<file path="config.mk">
export PLATFORM = sky130hd
export DESIGN_NAME = capture_pix_writer
export DESIGN_NICKNAME = d
export VERILOG_FILES = /design/src/rtl/capture_pix_writer.sv
export SDC_FILE = /design/constraint.sdc
export NUM_CORES = 1
export LEC_CHECK = 0
export BUFFER_PORTS_ARGS = -buffer_cell sky130_fd_sc_hd__buf_4
export CAP_MARGIN = 20
export CORE_UTILIZATION = 45
export CTS_CLUSTER_SIZE = 40
export DETAILED_ROUTE_END_ITERATION = 6
export PLACE_DENSITY = 0.7
export SLEW_MARGIN = 40
export SYNTH_ARGS = -nofsm -noshare
export SYNTH_HDL_FRONTEND = slang
export SYNTH_SLANG_ARGS = --single-unit
</file>
<file path="constraint.sdc">
create_clock -name clk -period 3 [get_ports clk]
set_input_delay 0.6 -clock clk [delete_from_list [all_inputs] [get_ports clk]]
set_output_delay 0.6 -clock clk [all_outputs]
set_load 0.005 [all_outputs]
</file>
<file path="src/rtl/capture_pix_writer.sv">
// Write-side controller for the capture snapshot BRAM: arm, trigger, then a bounded run of port-A writes.
// Optional pre-trigger circular history is enabled by defining CAPTURE_PRETRIG_EN.
module capture_pix_writer #(
    parameter int unsigned ADDR_W = 10,
    parameter int unsigned DATA_W = 32
) (
    input  logic              clk,
    input  logic              rst,
    input  logic              in_valid,
    input  logic [DATA_W-1:0] in_data,
    input  logic              arm,
    input  logic              trig,
    input  logic [ADDR_W:0]   capture_len,
    output logic              bram_we,
    output logic              bram_en_a,
    output logic [ADDR_W-1:0] bram_addr,
    output logic [DATA_W-1:0] bram_wr_data,
    output logic              busy,
    output logic              done,
    output logic [ADDR_W:0]   wr_count,
    output logic [ADDR_W-1:0] trig_addr
);

    localparam int unsigned LEN_W = ADDR_W + 1;
    localparam logic [LEN_W-1:0] DEPTH = LEN_W'(1) << ADDR_W;
`ifdef CAPTURE_PRETRIG_EN
    localparam bit PRETRIG = 1'b1;
`else
    localparam bit PRETRIG = 1'b0;
`endif

    typedef enum logic [1:0] {IDLE, ARMED, CAPTURE, DONE} state_t;

    state_t            state;
    logic              arm_q;
    logic [ADDR_W-1:0] ptr;
    logic [LEN_W-1:0]  len_q;

    logic              arm_edge;
    logic              do_arm;
    logic              trig_cycle;
    logic              accept;
    logic              pre_wr;
    logic              last;
    logic [LEN_W-1:0]  len_in_eff;
    logic [LEN_W-1:0]  len_cur;

    // Decode of the current cycle: arm edge wins over trigger, capture_len only matters at trigger
    always_comb begin
        arm_edge   = arm & ~arm_q;
        do_arm     = arm_edge && (state != CAPTURE);
        trig_cycle = (state == ARMED) && !arm_edge && trig;
        len_in_eff = ((capture_len == '0) || (capture_len > DEPTH)) ? DEPTH : capture_len;
        len_cur    = trig_cycle ? len_in_eff : len_q;
        accept     = in_valid && (trig_cycle || (state == CAPTURE));
        pre_wr     = PRETRIG && in_valid && (state == ARMED) && !arm_edge && !trig;
        last       = accept && ((wr_count + LEN_W'(1)) == len_cur);
    end

    always_ff @(posedge clk or posedge rst) begin
        if (rst) begin
            state        <= IDLE;
            arm_q        <= 1'b0;
            ptr          <= '0;
            len_q        <= '0;
            bram_we      <= 1'b0;
            bram_en_a    <= 1'b0;
            bram_addr    <= '0;
            bram_wr_data <= '0;
            busy         <= 1'b0;
            done         <= 1'b0;
            wr_count     <= '0;
            trig_addr    <= '0;
        end else begin
            arm_q     <= arm;
            bram_we   <= 1'b0;
            bram_en_a <= 1'b0;

            if (accept || pre_wr) begin
                bram_we      <= 1'b1;
                bram_en_a    <= 1'b1;
                bram_addr    <= ptr;
                bram_wr_data <= in_data;
                ptr          <= ptr + ADDR_W'(1);
            end
            if (accept) begin
                wr_count <= wr_count + LEN_W'(1);
            end

            case (state)
                IDLE: ;
                ARMED: begin
                    if (trig_cycle) begin
                        len_q <= len_in_eff;
                        if (PRETRIG) begin
                            trig_addr <= ptr;
                        end
                        if (last) begin
                            state <= DONE;
                            busy  <= 1'b0;
                        end else begin
                            state <= CAPTURE;
                        end
                    end
                end
                CAPTURE: begin
                    if (last) begin
                        state <= DONE;
                        busy  <= 1'b0;
                    end
                end
                DONE: done <= 1'b1;
                default: state <= IDLE;
            endcase

            // Arming (from IDLE, ARMED or DONE) restarts the buffer from a clean slate
            if (do_arm) begin
                state     <= ARMED;
                busy      <= 1'b1;
                done      <= 1'b0;
                ptr       <= '0;
                wr_count  <= '0;
                trig_addr <= '0;
            end
        end
    end

endmodule

</file>
==> flow_summary.yaml <==
timing:
  worst_slew_pin_slew_ns: 0.5824
  hold_viol: 0
  rsz0062_at_grt: "false"
  timing.hold.ws_ns: 0.2921
  setup_viol: 0
  timing.fmax_mhz: 367.8
  slew_violations: 0
  min_period_over_period: 0.9064
  skew_ns: 0.009422
  setup_ws_ns: 0.2809
  period_needed_ns: 2.719
  slew_headroom: 0.6113
  setup_tns_ns: 0
floorplan:
  core_area_um2: 7767
  num_io_pins: 115
  die_h_um: 91.78
  rows: 32
  die_w_um: 91.78
  die_area_um2: 8424
  initial_utilization: 0.4670
grt:
  grt-busiest-layer: "met2"
  gr-usage-met1: 0.2633
  grt_pass1_vias: 3120
  met3_usage: 0.07380
  grt_use_met2: 0.3546
  grt_usage: 0.2121
  grt-ovfl-total: 0
  antenna_found_initial: 0
  grt_pass1_wl_um: 14060
  grt_start_max_net_pins: 40
worst_setup_path:
  max_stage_delay_ns: 0.47
  endpoint_kind: "register"
  required_ns: 3.24
  criticalPathCategory: "reg2reg"
  crit_fanout: 7
  cp-start-kind: "register"
  arrival_ns: 2.96
  crit_path_cell_trace: "ha_1 > nand3_1 > or2_2 > nor3_2 > xor3_1 > or4_1 > a2111o_1 > o21a_1"
  slowest_stage: "dfrtp_1"
place:
  gp_congestion: 0.8324
  dp_hpwl_um: 5812
  dpl_cell_area_um2: 4469
  dp_slack_ns: 0.1712
  dp_cells: 598
  port_buffers: 104
synth:
  synth_xor_area_frac: 0.05968
  synthAdderAreaFrac: 0.006899
  synth_compound_area_frac: 0.07796
  synth-simple-area-share: 0.2497
  synth_warnings: 0
  ys_seq_area_frac: 0.5519
  synth_cell_types: 40
  mappedNetlistArea_um2: 3627
  syn_area_per_cell_um2: 8.956
  ys_ff_latch: 80
  synth_top_family_by_area: "simple AND/OR/NAND/NOR gates"
  syn_inst: 405
  muxShareOfSynthArea: 0
clocking:
  cts_root_buffer: "clkbuf_8"
  ctsHoldBuffers: 0
  cts_buffer_depth: 2
  h-tree-depth: 3
  cts_tree: "yes"
  clk_pin_slew_ns: 0.08
  clk_latency_ns: 0.35
  cts.sinks: 80
  cts_buffers: 9
drt:
  wl_per_cell_um: 13.31
  vias_per_cell: 4.946
  route.vias.total: 3037
  dr.pass1.iters: 4
  drt_iter0_markers: 111
  routed_wl_um: 8173
  drcViolationCount: 0
  ant_nets: 0
job:
  drv_cap: 0
final_layout:
  final_common_cell: "nand2_1"
  instances_no_fill: 614
  drive_gt1_frac: 0.2578
  final_area_um2: 4642
  fin_nets: 557
  syn2layout_area_growth_pct: 27.98
  layout_common_cells: "nand2_1 (151), buf_4 (110), dfrtp_1 (80)"
  fin_util: 0.5976
  antenna_cells: 0
pwr:
  p_per_area_nw_per_um2: 782.3
  peakVddDrop_uv: 425.5
  p_leak_nw: 2.388
  finalPower_mw: 3.631
status:
  outcome: "finished clean"
min_path:
  hold_path_class: "in2async"
## per-layer routing
layer,up-vias,part of all wire
li1,1498,-
met1,1439,0.45
met2,91,0.46
met3,9,0.072
met4,0,0.012
met5,-,0
## worst max-delay path: cells and delay by family (launching register included)
kind            cells  cell delay (ns)
compound gates      2             0.43
xor+xnor            1             0.25
fa+ha+maj           1             0.27
flops               1             0.47
simple gates        4             1.19
## final cells by class
cell class,instances,area [um2]
clock buffer,12,135.1
clock inverter,4,30.03
fill,711,3126
inverter,9,35.03
multi-input combinational,297,1486
sequential,80,2002
tap,102,127.6
timing repair buffer,110,825.8
## synth_stat cells (all sizes together)
master,instances,area [um2]
nand2,152,578.1
dfrtp,80,2002
o21ai,31,155.2
clkbuf,15,56.30
nor2,15,56.30
xnor2,15,131.4
buf,13,101.4
nand3,13,65.06
a21oi,8,40.04
inv,8,30.03
xor2,7,61.31
nand4,5,31.28
nor3,5,25.02
and3,4,25.02
nor4,3,18.77
or2,3,18.77
a21o,2,15.01
and4,2,17.52
ha,2,25.02
nand2b,2,12.51
nand3b,2,15.01
nor2b,2,12.51
o21a,2,15.01
or4,2,15.01
a2111o,1,11.26
a21boi,1,7.510
a31oi,1,6.260
and3b,1,8.760
clkinv,1,3.750
conb,1,3.750
o211ai,1,7.510
o221ai,1,8.760
o2bb2ai,1,8.760
o31ai,1,7.510
or3,1,6.260
xor3,1,23.77
## flip-flops by register name (all words and copies together), names as in the netlist
signal / cells
arm_q: 1
bram_addr: 10
bram_en_a: 1
bram_wr_data: 32
busy: 1
done: 1
len_q: 11
ptr: 10
state: 2
wr_count: 11
## cell families after synthesis
group	Yosys count
simple gates	212
flops	80
compound gates	50
buf+inv	37
xor+xnor	23
fa+ha+maj	2
other cells	1
## where the power goes
part	switching (mW)	internal, mW
Sequential	0.212	1.42
Clock	0.383	0.305
Combinational	0.676	0.639
Total	1.27	2.36
## final timing paths
path | from | endpoint | slack, ns | depth (start not counted)
max | wr_count[0] | busy | 0.28 | 8
min | rst | bram_wr_data[21] | 0.29 | 2
max reg2reg | wr_count[0] | busy | 0.28 | 8
min reg2reg | bram_wr_data[23] | bram_wr_data[23] | 0.48 | 2
max in group asynchronous | rst | bram_wr_data[26] | 1.96 | 3
min in group clk | arm | arm_q | 0.38 | 1
## timing repair
action,CTS,global route
endpoints found under the setup margin,0,2
gates resized for setup,0,1
buffers inserted,0,0
Power figures use the tool's default switching activity.
